**src/rtl/pmp_pkg.sv**
```systemverilog
// Shared types and constants for the pmp_array pattern matcher.
package pmp_pkg;

  typedef enum logic [1:0] {
    OP_DATA   = 2'd0,
    OP_LOAD   = 2'd1,
    OP_SETLEN = 2'd2,
    OP_CLEAR  = 2'd3
  } opcode_t;

  typedef enum logic {
    ST_IDLE = 1'b0,
    ST_ACK  = 1'b1
  } state_t;

  localparam int OP_LSB       = 0;
  localparam int IDX_LSB      = 4;
  localparam int LEN_LSB      = 8;
  localparam int MASK_SEL_BIT = 12;
  localparam int FIELD_W      = 4;
  localparam int CNT_W        = 8;

endpackage

```
**src/rtl/pmp_channel.sv**
```systemverilog
// One matcher channel: handshake FSM, pattern (and, with PMP_MASK_EN, mask)
// storage, match pointer and saturating match counter.
module pmp_channel
  import pmp_pkg::*;
#(
  parameter int DATA_W    = 64,
  parameter int CTRL_W    = 16,
  parameter int PAT_DEPTH = 4
) (
  input  logic              clk,
  input  logic              reset,
  input  logic [DATA_W-1:0] data,
  input  logic [CTRL_W-1:0] control,
  input  logic              data_ready,
  output logic              data_accepted,
  output logic              pattern_accepted,
  output logic [CNT_W-1:0]  match_cnt
);

  // Handshake: 4-phase. data_ready rises with data/control stable; the command
  // executes on the IDLE->ACK edge and data_accepted rises the next cycle.
  // data_ready falls only after data_accepted is seen; data_accepted then falls.
  state_t state;

  logic [DATA_W-1:0] pattern [PAT_DEPTH];
`ifdef PMP_MASK_EN
  logic [DATA_W-1:0] mask [PAT_DEPTH];
  logic [DATA_W-1:0] msk_ptr;
`endif

  logic [FIELD_W-1:0] ptr;
  logic [FIELD_W:0]   len;

  opcode_t            op;
  logic [FIELD_W-1:0] idx;
  logic [FIELD_W-1:0] len_req;
  logic               idx_ok;
  logic               at_last;
  logic [DATA_W-1:0]  pat_ptr;
  logic               hit_ptr;
  logic               hit_zero;
  logic [CNT_W-1:0]   cnt_next;
  logic               unused_ctrl;

  assign op          = opcode_t'(control[OP_LSB +: 2]);
  assign idx         = control[IDX_LSB +: FIELD_W];
  assign len_req     = control[LEN_LSB +: FIELD_W];
  assign idx_ok      = {1'b0, idx} < (FIELD_W+1)'(PAT_DEPTH);
  assign at_last     = {1'b0, ptr} == len - (FIELD_W+1)'(1);
  assign cnt_next    = (match_cnt == '1) ? match_cnt : match_cnt + CNT_W'(1);
  assign unused_ctrl = ^control;

  always_comb begin
    pat_ptr = '0;
`ifdef PMP_MASK_EN
    msk_ptr = '1;
`endif
    for (int k = 0; k < PAT_DEPTH; k++) begin
      if (ptr == FIELD_W'(k)) begin
        pat_ptr = pattern[k];
`ifdef PMP_MASK_EN
        msk_ptr = mask[k];
`endif
      end
    end
`ifdef PMP_MASK_EN
    hit_ptr  = (data & msk_ptr) == (pat_ptr & msk_ptr);
    hit_zero = (data & mask[0]) == (pattern[0] & mask[0]);
`else
    hit_ptr  = data == pat_ptr;
    hit_zero = data == pattern[0];
`endif
  end

  always_ff @(posedge clk) begin
    if (reset) begin
      state            <= ST_IDLE;
      data_accepted    <= 1'b0;
      pattern_accepted <= 1'b0;
      match_cnt        <= '0;
      ptr              <= '0;
      len              <= '0;
      for (int k = 0; k < PAT_DEPTH; k++) begin
        pattern[k] <= '0;
`ifdef PMP_MASK_EN
        mask[k]    <= '1;
`endif
      end
    end else begin
      case (state)
        ST_IDLE: begin
          if (data_ready) begin
            state         <= ST_ACK;
            data_accepted <= 1'b1;
            case (op)
              OP_DATA: begin
                if (len == '0) begin
                  ptr <= '0;
                end else if (hit_ptr) begin
                  if (at_last) begin
                    pattern_accepted <= 1'b1;
                    match_cnt        <= cnt_next;
                    ptr              <= '0;
                  end else begin
                    ptr <= ptr + FIELD_W'(1);
                  end
                end else if (hit_zero) begin
                  // Restart only from pattern[0]; no deeper fallback.
                  if (len == (FIELD_W+1)'(1)) begin
                    pattern_accepted <= 1'b1;
                    match_cnt        <= cnt_next;
                    ptr              <= '0;
                  end else begin
                    ptr <= FIELD_W'(1);
                  end
                end else begin
                  ptr <= '0;
                end
              end
              OP_LOAD: begin
                if (idx_ok) begin
                  for (int k = 0; k < PAT_DEPTH; k++) begin
                    if (idx == FIELD_W'(k)) begin
`ifdef PMP_MASK_EN
                      if (control[MASK_SEL_BIT]) mask[k] <= data;
                      else                       pattern[k] <= data;
`else
                      pattern[k] <= data;
`endif
                    end
                  end
                  ptr              <= '0;
                  pattern_accepted <= 1'b0;
                end
              end
              OP_SETLEN: begin
                if ({1'b0, len_req} > (FIELD_W+1)'(PAT_DEPTH))
                  len <= (FIELD_W+1)'(PAT_DEPTH);
                else
                  len <= {1'b0, len_req};
                ptr <= '0;
              end
              OP_CLEAR: begin
                pattern_accepted <= 1'b0;
                match_cnt        <= '0;
                ptr              <= '0;
              end
              default: ;
            endcase
          end
        end
        ST_ACK: begin
          if (!data_ready) begin
            state         <= ST_IDLE;
            data_accepted <= 1'b0;
          end
        end
        default: begin
          state         <= ST_IDLE;
          data_accepted <= 1'b0;
        end
      endcase
    end
  end

endmodule

```
**src/rtl/pmp_array.sv**
```systemverilog
// Array of NUM_CH independent pattern-matcher channels; only slices the buses.
// Optional masked compare is enabled by defining PMP_MASK_EN.
module pmp_array
  import pmp_pkg::*;
#(
  parameter int NUM_CH    = 4,
  parameter int DATA_W    = 64,
  parameter int CTRL_W    = 16,
  parameter int PAT_DEPTH = 4
) (
  input  logic                    clk,
  input  logic                    reset,
  input  logic [NUM_CH*DATA_W-1:0] data,
  input  logic [NUM_CH*CTRL_W-1:0] control,
  input  logic [NUM_CH-1:0]        data_ready,
  output logic [NUM_CH-1:0]        data_accepted,
  output logic [NUM_CH-1:0]        pattern_accepted,
  output logic [NUM_CH*CNT_W-1:0]  match_cnt
);

  for (genvar i = 0; i < NUM_CH; i++) begin : g_ch
    pmp_channel #(
      .DATA_W    (DATA_W),
      .CTRL_W    (CTRL_W),
      .PAT_DEPTH (PAT_DEPTH)
    ) u_ch (
      .clk              (clk),
      .reset            (reset),
      .data             (data[i*DATA_W +: DATA_W]),
      .control          (control[i*CTRL_W +: CTRL_W]),
      .data_ready       (data_ready[i]),
      .data_accepted    (data_accepted[i]),
      .pattern_accepted (pattern_accepted[i]),
      .match_cnt        (match_cnt[i*CNT_W +: CNT_W])
    );
  end

endmodule

```
**config.mk**
```make
export PLATFORM = sky130hd
export DESIGN_NAME = pmp_array
export DESIGN_NICKNAME = d
export VERILOG_FILES = /design/src/rtl/pmp_pkg.sv /design/src/rtl/pmp_channel.sv /design/src/rtl/pmp_array.sv
export SDC_FILE = /design/constraint.sdc
export NUM_CORES = 2
export LEC_CHECK = 0
export ABC_CLOCK_PERIOD_IN_PS = 11700
export CORE_MARGIN = 10
export CORE_UTILIZATION = 50
export CTS_CLUSTER_SIZE = 12
export DETAILED_ROUTE_END_ITERATION = 7
export DONT_BUFFER_PORTS = 1
export GPL_TIMING_DRIVEN = 0
export SLEW_MARGIN = 20
export SYNTH_ARGS = -nofsm -noshare
export SYNTH_HDL_FRONTEND = slang
export SYNTH_HIERARCHICAL = 1
export SYNTH_SLANG_ARGS = --single-unit
```
**constraint.sdc**
```tcl
create_clock -name clk -period 11.7 [get_ports clk]
set_input_delay 2.34 -clock clk [delete_from_list [all_inputs] [get_ports clk]]
set_output_delay 2.34 -clock clk [all_outputs]
set_load 0.05 [all_outputs]
```
==> results.json <==
{
  "outcome": "complete, but fails checks",
  "violations": "DRC",
  "numPortBuffers": 0,
  "synth_nets": 6909,
  "rrSetupSlack_ns": 4.64,
  "total_power_mw": 9.564,
  "relSlewSlack": 0.08132,
  "syn_to_final_growth_pct": 12.58,
  "r2r_start": "g_ch[3].u_ch/ptr[0]",
  "grt_pass1_vias": 58900,
  "crit_required_ns": 12.39,
  "yosysWarnings": 6,
  "dp.cells": 8363,
  "hold_start": "g_ch[1].u_ch/len[3]",
  "post_cts_buffers": 0,
  "report.final.hold_viol_count": 0,
  "r2r-end": "g_ch[3].u_ch/match_cnt[7]",
  "synth_seq_cells": 1100,
  "synth_top_area_share": 0.4676,
  "fin_hold_ws_ns": 0.5326,
  "ctsHoldBuffers": 0,
  "stdcell_area_sq_um": 74040,
  "slew_violations": 0,
  "firstDrtPassIters": 8,
  "vias_per_cell": 7.452,
  "hold_path_end": "g_ch[1].u_ch/len[3]",
  "fin_nets": 7116,
  "peakVddDrop_mv": 0.1268,
  "synthFlopType": "edfxtp_1",
  "start_util": 0.5015,
  "syn_area_sq_um": 65770,
  "crit_arrival_ns": 7.75,
  "dpl.hpwl_um": 264700,
  "synthTopCellsByArea": "edfxtp_1, and2_1, nor4_1",
  "drv_cap": 0,
  "cts_buffer_depth": 3,
  "synth_edf_count": 1024,
  "startpoint_type": "register",
  "cts_num_sinks": 1100,
  "worst_pin_slew_ns": 1.378,
  "cts_resized": 0,
  "async_flop_share": 0,
  "grt_max_degree": 25,
  "fin_crit_sh": 0.6034,
  "worst_hold_path.num_cells": 1,
  "rsz0062_at_grt": "false",
  "power.density_nw_per_um2": 129.2,
  "vias": 64337,
  "synth_largest_area_cell": "edfxtp_1",
  "cts_buffers": 132,
  "grt.overflow.total": 0,
  "antenna_found_initial": 40,
  "clkSlewWorstSetupHoldPaths_ns": 0.06,
  "drcViolationCount": 1,
  "h-tree-depth": 4,
  "finalClockSkew_ns": 0.02665,
  "cts_tree": "yes",
  "cp_max_fo": 11,
  "drtIter0Drc": 12431,
  "crit_start": "g_ch[3].u_ch/ptr[0]",
  "final_cells": 8633,
  "ios": 366,
  "core_sq_um": 131100,
  "p_leak_nw": 25.82,
  "syn_area_per_cell_sq_um": 10.06,
  "fp.dieArea_sq_um": 146400,
  "ys_types": 111,
  "core.rowCount": 133,
  "fmax_ghz": 0.1416,
  "postPlaceCellArea_sq_um": 69710,
  "antenna_left": 0,
  "drive_gt1_frac": 0.07717,
  "die_h_um": 382.7,
  "end_kind": "register",
  "die_x_um": 382.7,
  "track_usage": 0.4591,
  "hp-class": "register to register",
  "reg2reg_depth": 15,
  "cts_root_buf": "clkbuf_16",
  "path_class": "register to register",
  "syn-instance-count": 6535,
  "gp_congestion": 1.119,
  "wirelength_um": 352100,
  "clk_latency_ns": 0.80,
  "routedWlPerCell_um": 40.78,
  "fin_crit_ns": 7.060,
  "grt_pass1_wl_um": 474900,
  "setup_viol": 0,
  "yosysSeqAreaShare": 0.4907
}
cell usage in the layout (no fill, tap or decap), types with 59 or more instances in the layout:
master and n:
nor2_1 194, nand2_1 341, nor2b_1 186, nand3_1 98, inv_1 322, nor3_1 123
a211oi_1 61, a21oi_1 309, nand2b_1 80, nand3b_1 163, nor4_1 507, o22ai_1 69
dfxtp_1 76, and2_1 619, clkbuf_1 415, xnor2_1 209, buf_2 111, clkbuf_16 138
a221oi_1 59, xor2_1 76, o21ai_0 266, edfxtp_1 1024, nand4_1 143
cells by family after synthesis:
| family | synth area share |
|---|---|
| flops | 0.4907 |
| xor+xnor | 0.03795 |
| simple gates | 0.2462 |
| mux | 0.01027 |
| compound gates | 0.1498 |
| fa+ha+maj | 0.009132 |
| buf+inv | 0.05593 |
Yosys cell counts (20+ instances only):
library cell	count
edfxtp_1	1024
and2_1	619
nor4_1	512
clkbuf_1	387
nand2_1	341
inv_1	322
a21oi_1	309
o21ai_0	279
xnor2_1	209
nor2_1	195
nor2b_1	186
nand3b_1	163
nand4_1	143
nor3_1	127
buf_2	108
nand3_1	98
nand2b_1	80
dfxtp_1	76
xor2_1	76
o22ai_1	69
a211oi_1	61
a221oi_1	59
a31oi_1	56
o2111ai_1	51
ha_1	48
a22oi_1	47
mux2i_1	42
a2111oi_0	37
o211ai_1	37
buf_1	34
o31ai_1	34
or4_1	30
o21a_1	29
or3_1	28
o221ai_1	26
nor3b_1	25
a2bb2oi_1	24
buf_4	21
o2bb2ai_1	21
and4_1	20
o211a_1	20
critical path, stage by stage (launching register included):
cell and delay [ns]:
dfxtp_1 0.39, inv_1 0.14, ha_1 0.19, buf_2 0.31
buf_4 0.32, clkbuf_1 0.92, buf_2 0.62, buf_2 0.56
a221oi_1 0.21, nor4_1 0.71, a31oi_1 0.24, nor4_1 0.93
nand4_1 0.41, o21ai_1 0.38, nand3_1 0.29, a221oi_2 0.31
power by group:
group / total [mW] / leakage (nW) / switching (mW) / internal [mW]
Sequential: 4.49 / 11.6 / 0.0913 / 4.39
Clock: 4.16 / 2.08 / 1.76 / 2.40
Combinational: 0.918 / 12.1 / 0.650 / 0.268
metal layers:
metal	GRT usage	vias to the layer above	share of wire	wire length (um)
li1	-	25276	-	-
met1	0.5756	30850	0.35	123400
met2	0.6278	6581	0.39	138200
met3	0.2137	1578	0.17	60340
met4	0.3009	52	0.085	29870
met5	0	-	0.0010	355
how the worst max path moves through the flow:
| stage | endpoint | depth (start not counted) | slack, ns |
|---|---|---|---|
| 2_1_floorplan | g_ch[2].u_ch/pattern[0][0] | 5 | 3.13 |
| 3_3_place_gp | g_ch[3].u_ch/pattern[0][154] | 5 | -1.45 |
| 3_5_place_dp | g_ch[3].u_ch/match_cnt[4] | 11 | 4.87 |
| 4_1_cts | g_ch[3].u_ch/match_cnt[4] | 15 | 5.20 |
| 5_1_grt | g_ch[3].u_ch/match_cnt[4] | 16 | 4.68 |
| 6_report | g_ch[3].u_ch/match_cnt[7] | 15 | 4.64 |
layout make-up:
type	instances	area, sq um
diodes	36	90.09
flip-flops and latches	1100	32270
plain buffers	565	2456
well taps	1755	2196
inverters	328	1231
multi-input cells	4542	30090
repair buffers	73	1479
fillers	11569	57090
clock buffers	175	3622
clock inverters	59	600.6
state kept, by name, summed over array words and instances (netlist names):
name	cells
g_ch.u_ch/pattern	1024
g_ch.u_ch/len	16
g_ch.u_ch/data_accepted	4
g_ch.u_ch/ptr	16
g_ch.u_ch/match_cnt	32
g_ch.u_ch/pattern_accepted	4
g_ch.u_ch/state	4
through the flow:
step | utilization | TNS (ns) | worst slack (ns)
after floorplan | - | 0 | 3.134
after global placement | 0.5183 | -686.93 | -1.453
after detailed placement | 0.5316 | 0 | 4.870
after CTS | 0.5638 | 0 | 5.204
after global routing | 0.5640 | 0 | 4.683
final | 0.5646 | 0 | 4.640
Note: power is estimated with default switching activity, not from simulation.
